==> config.mk <==
export PLATFORM = sky130hd
export DESIGN_NAME = dsp_timed_counter
export DESIGN_NICKNAME = d
export VERILOG_FILES = /design/src/rtl/dsp_timed_counter_pkg.sv /design/src/rtl/dsp_counter24.sv /design/src/rtl/dsp_timed_counter.sv
export SDC_FILE = /design/constraint.sdc
export NUM_CORES = 1
export LEC_CHECK = 0
export ABC_AREA = 1
export CORE_UTILIZATION = 63
export CTS_CLUSTER_SIZE = 14
export DETAILED_ROUTE_END_ITERATION = 8
export PLACE_DENSITY = 0.86
export SKIP_LAST_GASP = 1
export SLEW_MARGIN = 20
export SYNTH_ARGS = -nofsm -noshare
export SYNTH_HDL_FRONTEND = slang
export SYNTH_SLANG_ARGS = --single-unit
==> constraint.sdc <==
create_clock -name clk -period 3.32 [get_ports clk]
set_input_delay 0.332 -clock clk [delete_from_list [all_inputs] [get_ports clk]]
set_output_delay 0.332 -clock clk [all_outputs]
set_load 0.05 [all_outputs]
==> src/rtl/dsp_timed_counter_pkg.sv <==
// Shared constants for the windowed event counter: datapath width and MODE strings.
package dsp_timed_counter_pkg;

    localparam int    CNT_W       = 24;
    localparam string MODE_NORMAL = "NORMAL";
    localparam string MODE_ACK    = "ACKNOWLEDGE";

    typedef logic [CNT_W-1:0] cnt_t;

endpackage

==> src/rtl/dsp_counter24.sv <==
// 24-bit counter with clear > load > step priority; shaped so it maps onto a DSP accumulator.
module dsp_counter24
    import dsp_timed_counter_pkg::*;
(
    input  logic             clk,
    input  logic             rst,
    input  logic             clr,
    input  logic             load,
    input  logic [CNT_W-1:0] load_val,
    input  logic             en,
    input  logic             dn,
    output logic [CNT_W-1:0] q
);

    cnt_t q_q;
    cnt_t q_d;

    always_comb begin
        q_d = q_q;
        if (clr) begin
            q_d = '0;
        end else if (load) begin
            q_d = load_val;
        end else if (en) begin
            q_d = q_q + (dn ? {CNT_W{1'b1}} : cnt_t'(1));
        end
    end

    always_ff @(posedge clk or posedge rst) begin
        if (rst) begin
            q_q <= '0;
        end else begin
            q_q <= q_d;
        end
    end

    assign q = q_q;

endmodule

==> src/rtl/dsp_timed_counter.sv <==
// Counts count_in-high cycles over windows of N clk cycles and publishes each window's total.
module dsp_timed_counter
    import dsp_timed_counter_pkg::*;
#(
    parameter string MODE = MODE_NORMAL
) (
    input  logic             clk,
    input  logic             rst,
    input  logic             count_in,
    input  logic [CNT_W-1:0] interval_in,
    input  logic             interval_load,
    output logic [CNT_W-1:0] count_out,
    output logic             count_out_valid
);

    localparam bit IS_ACK = (MODE == MODE_ACK);

    // Interval survives rst; only its power-up value is defined.
    cnt_t interval_q = '0;
    cnt_t interval_d;
    cnt_t count_out_q;
    cnt_t count_out_d;
    logic valid_q;
    logic valid_d;

    cnt_t timer_q;
    cnt_t acc_q;
    cnt_t rem;
    logic active;
    logic win_end;

    // timer_q == 0 marks the first edge of a window, so a cleared timer restarts cleanly.
    always_comb begin
        active      = (interval_q != '0) && !(IS_ACK && valid_q);
        rem         = (timer_q == '0) ? interval_q : timer_q;
        win_end     = active && !interval_load && (rem == cnt_t'(1));
        interval_d  = interval_load ? interval_in : interval_q;
        count_out_d = win_end ? (acc_q + cnt_t'(count_in)) : count_out_q;
        valid_d     = IS_ACK ? (valid_q || win_end) : win_end;
    end

    dsp_counter24 u_timer (
        .clk      (clk),
        .rst      (rst),
        .clr      (interval_load || win_end),
        .load     (active && (timer_q == '0)),
        .load_val (interval_q - cnt_t'(1)),
        .en       (active),
        .dn       (1'b1),
        .q        (timer_q)
    );

    dsp_counter24 u_acc (
        .clk      (clk),
        .rst      (rst),
        .clr      (interval_load || win_end || !active),
        .load     (1'b0),
        .load_val ('0),
        .en       (count_in),
        .dn       (1'b0),
        .q        (acc_q)
    );

    always_ff @(posedge clk) begin
        interval_q <= interval_d;
    end

    always_ff @(posedge clk or posedge rst) begin
        if (rst) begin
            count_out_q <= '0;
            valid_q     <= 1'b0;
        end else begin
            count_out_q <= count_out_d;
            valid_q     <= valid_d;
        end
    end

    assign count_out       = count_out_q;
    assign count_out_valid = valid_q;

endmodule

After elaboration in Yosys (flattened, before gate mapping)
Index checks and enable logic that the tools add are counted.
W data, S select, Z words.

operators by class
  $add $sub $neg = 4
  muxes and demuxes = 6
  reductions and logical operators = 11
  eq/ne operators = 1

operators with widths
  cell                      number
  $mux W24                  6
  $add A24 B1 Y24           1
  $add A24 B1 Y24 const B   1
  $add A24 B24 Y24 const B  1
  $eq A24 B1 Y1 const B     1
  $logic_not A24 Y1         1
  $reduce_bool A24 Y1       1
  $sub A24 B1 Y24 const B   1
  $logic_and A1 B1 Y1       3
  $reduce_bool A3 Y1        1
  $logic_not A1 Y1          2
  $logic_or A1 B1 Y1        2
  $reduce_bool A2 Y1        1

storage, ports and cells
  bits of input ports = 28
  register bits after elaboration = 97

Logic depth before layout (Yosys ltp)
  depth after elaboration = 7
  mapped depth = 14

Cells and area by module
From an unflattened synthesis, not the netlist that was laid out.

second synthesis, totals
  cells, all modules = 1,398
  area total of the unflattened synthesis = 8,881.0 µm²

by module, submodules not included
  module             seq. area each (µm²)  times used  area each (µm²)  cells an instance
  dsp_counter24      600.6                 2           2,912.8          508
  dsp_timed_counter  1,346.3               1           3,055.4          382

Worst setup path before layout
No wires, ideal clock.

  kind = reg2reg
  start = register u_timer.q_q[0] (netlist: u_timer.q[0])
  end = register count_out_q[3] (netlist: count_out[3])
  required time = 3.199 ns
  path buffers = 3
  data arrival time = 1.679 ns
  cell stages (with the launch flop) = 13
  path slack = 1.520 ns
  period minus slack after synthesis = 1.800 ns
  path through = dfrtp_1 -> inv_1 -> ha_1 -> nand2_2 -> nor2_2 -> buf_4 -> nand4_1 -> nand2_2 -> nand2_4 -> buf_6 -> buf_8 -> nand2_1 -> o21ai_2

on the way
  word-level cells in the longest chain between the ends = 4

ends and longest elaborated chain
  item                      line                     RTL
  start: declaration        dsp_counter24.sv:15      cnt_t q_q;
  start signal: assignment  dsp_counter24.sv:33      q_q <= q_d;
  $logic_not A24 Y1         dsp_timed_counter.sv:35  rem = (timer_q == '0) ? interval_q : timer_q;
  $mux W24 (*)              dsp_timed_counter.sv:35
  $eq A24 B1 Y1 (*)         dsp_timed_counter.sv:36  win_end = active && !interval_load && (rem == cnt_t'(1));
  $logic_and A1 B1 Y1 (*)   dsp_timed_counter.sv:36
  end signal: assignment    dsp_timed_counter.sv:73  count_out_q <= count_out_d;
  end: declaration          dsp_timed_counter.sv:21  cnt_t count_out_q;

Mark *: on every way between the ends. The rest lies on a longest branch, timed or not.
A chain may end at the register's enable or synchronous reset.

Final worst setup path
  start = register interval_q[19]
  end = register u_timer.q_q[9] (netlist: u_timer.q[9])

on the way
  word-level cells in the longest chain between the ends = 5
  elaborated cells between the ends (all ways) = 10
  those cells by class = eq/ne (1); mux (3); reduce/logical (6)

ends and longest elaborated chain
  item                                                             line                                              RTL
  start: declaration                                               dsp_timed_counter.sv:19                           cnt_t interval_q = '0;
  start signal: assignment                                         dsp_timed_counter.sv:65                           interval_q <= interval_d;
  $mux W24 / $reduce_bool A24 Y1 (equally long branches)           dsp_timed_counter.sv:35, dsp_timed_counter.sv:34
  $eq A24 B1 Y1 / $logic_and A1 B1 Y1 (equally long branches)      dsp_timed_counter.sv:36
  $logic_and A1 B1 Y1                                              dsp_timed_counter.sv:36
  $logic_or A1 B1 Y1                                               dsp_timed_counter.sv:45                           .clr (interval_load || win_end),
  $reduce_bool A3 Y1 (no line) / $mux W24 (equally long branches)  --

Several ways; a longest one is shown, not always the timed one.

==> reports/qor.yml <==
pin_count: 53
synth.avg_cell_area_um2: 7.816
initial_utilization_pct: 65.42
holdWs_ns: 0.4060
ys_seq_area_share_pct: 44.22
clock_path_buffers: 2
finalClockSkew_ns: 0.01328
cts.sinks: 97
drtIter0Drc: 249
grt_pass1_wl_um: 19750
num_vias: 4820
grt_overflow_total: 0
cts_max_level: 3
fin_crit_ns: 2.399
ys.flop_type: "dfrtp_1"
synthCells: 737
cts_setup_buffers: 0
wirelength_um: 11540
synth_async_sr_flop_share_pct: 75.26
rr_startpoint: "interval_q[19]$_DFFE_PP_"
violations: "design-rule violations"
synth_edf_count: 24
synthDistinctLibCells: 34
status: "finished, violations left"
syn_area_um2: 5761
synthTopCellsByArea: "dfrtp_1 32%, nand2_1 13%, edfxtp_1 13%, xor2_1 7.1%, nor2_1 6.8%"
p_per_area_nw_per_um2: 731.3
setup-tns-final_ns: 0
post_cts_resized: 0
crit-reg2reg-capture: "u_timer.q[9]$_DFFE_PP0P_"
r2r_cells: 9
layout.nets: 826
setup_violations: 0
cp.arrival_ns: 2.67
final_cells: 905
fmax_mhz: 416.8
synth_nets: 771
grt_start_max_net_pins: 41
finalPower_mw: 4.803
reg2reg_slack_ns: 0.92
cts_made_buffers: 9
vias_per_cell: 5.326
synth_seq_cells: 97
critPathKind: "flop to flop"
ir_drop_v: 0.0003114
place_hpwl_um: 8611
crit_path_start_kind: "flop"
path_clk_slew_ns: 0.10
core_area_um2: 8806
timing_hold_violations_final: 0
drt_pass1_iterations: 7
rsz0062_at_grt: "no"
min_path_type: "input port to asynchronous set/reset pin"
cts_tree: "built"
worst_slew_pin_slew_ns: 0.7159
drc: 6
synth_top_area_share_pct: 31.71
synthTopCellsByCount: "199 x nand2_1, 105 x nor2_1, 88 x inv_1, 73 x dfrtp_1, 47 x xor2_1"
drive_above_1_share_pct: 7.654
synth_most_common_cell: "nand2_1"
p_leak_nw: 2.947
die-area_um2: 9530
rows: 34
yosysTopAreaCell: "dfrtp_1"
die_h_um: 97.62
use_met2_pct: 47.14
yosysWarnings: 0
wl_per_cell_um: 12.75
grt_usage_pct: 25.58
syn_to_final_growth_pct: 14.01
startpoint: "interval_q[19]$_DFFE_PP_"
maxCapViolations: 0
dp.cells: 889
ant_nets: 0
use_met1_pct: 30.35
grt-busiest-layer: "met2"
antenna_found_initial: 0
min_period_over_period_pct: 72.27
drv_slew: 0
cp.required_ns: 3.59
setup.worst_path.end: "u_timer.q[9]$_DFFE_PP0P_"
grt_pass1_vias: 4653
met3_usage_pct: 3.597
die_w_um: 97.62
worstPathMaxFanout: 40
cts_hold_buf: 0
root_buffer: "clkbuf_8"
port-buffer-count: 52
end_kind: "flop"
nFillCells: 625
clk_latency_ns: 0.36
gp_congestion: 0.8765
slew_headroom_pct: 52.20
diodes: 0
[per-stage QoR]
stage	instance area [µm²]	setup WS, ns	util [%]
floorplan	5761	1.135	-
global placement	6361	0.8471	72.24
detailed placement	6361	0.7438	72.24
CTS	6568	0.8991	74.58
global route	6568	0.7037	74.58
finish	6568	0.9205	74.58
[state kept, by name, indices dropped and copies added (netlist names)]
| name | cells |
|---|---|
| u_timer.q | 24 |
| interval_q | 24 |
| count_out | 24 |
| count_out_valid | 1 |
| u_acc.q | 24 |
[worst min path at each step]
stage	to	slack [ns]	cells after the start
2_1_floorplan	interval_q[0]$_DFFE_PP_	0.43	0
3_3_place_gp	count_out[1]$_DFFE_PP0P_	0.46	2
3_5_place_dp	count_out[14]$_DFFE_PP0P_	0.47	2
4_1_cts	u_acc.q[9]$_DFFE_PP0P_	0.44	2
5_1_grt	u_acc.q[9]$_DFFE_PP0P_	0.48	2
6_report	count_out[9]$_DFFE_PP0P_	0.41	2
[kinds of logic after synthesis]
logic type	count (synthesis)	share of synthesized area [%]
xor+xnor	61	9.275
flops	97	44.22
fa+ha+maj	6	1.303
buf+inv	101	7.493
simple gates	415	32.25
compound gates	56	5.278
mux	1	0.1738
[where the power goes]
| group | internal (mW) | leakage [nW] | total [mW] | switching (mW) |
|---|---|---|---|---|
| Clock | 0.376 | 0.104 | 0.799 | 0.422 |
| Sequential | 1.48 | 1.19 | 1.71 | 0.228 |
| Combinational | 0.815 | 1.66 | 2.30 | 1.48 |
[layout make-up]
cell class,count,area [µm²],area share (%)
Inverter,89,334.1,5.087
Clock inverter,5,65.06,0.9907
Tap cell,108,135.1,2.058
Multi-Input combinational cell,539,2781,42.35
Clock buffer,11,141.4,2.153
Sequential cell,97,2547,38.79
Timing Repair Buffer,56,563.0,8.573
[layer usage]
metal | up-vias | wire length, µm
met5 | - | 0
met1 | 2255 | 4948
met2 | 127 | 5913
li1 | 2425 | -
met3 | 13 | 516
met4 | 0 | 160
[placed cells by master, fill, tap and decap left out, types with 2 or more instances in the layout]
master / instances
a21oi_1: 6
and2_1: 3
buf_4: 3
clkbuf_8: 10
clkdlybuf4s50_1: 52
clkinv_4: 3
dfrtp_1: 73
edfxtp_1: 24
ha_1: 6
inv_1: 87
inv_2: 2
nand2_1: 199
nand2_2: 6
nand2_4: 2
nand3_1: 38
nand3_2: 2
nand3b_1: 9
nand4_1: 12
nor2_1: 105
nor2_2: 11
nor2_4: 5
nor3_1: 12
nor3_2: 8
o21ai_0: 24
o21ai_1: 19
o21ai_2: 5
xnor2_1: 14
xor2_1: 47
[critical path, stage by stage (launching register included)]
cell and delay [ns]:
edfxtp_1 0.47, nor2_1 0.17, nand2_1 0.12, nor2_2 0.22, nand3_2 0.19, nand2_2 0.16, nor2_4 0.05, nand2_4 0.31
nand2_4 0.35, o21ai_0 0.25
No activity file was read; power rests on OpenSTA's default activity.
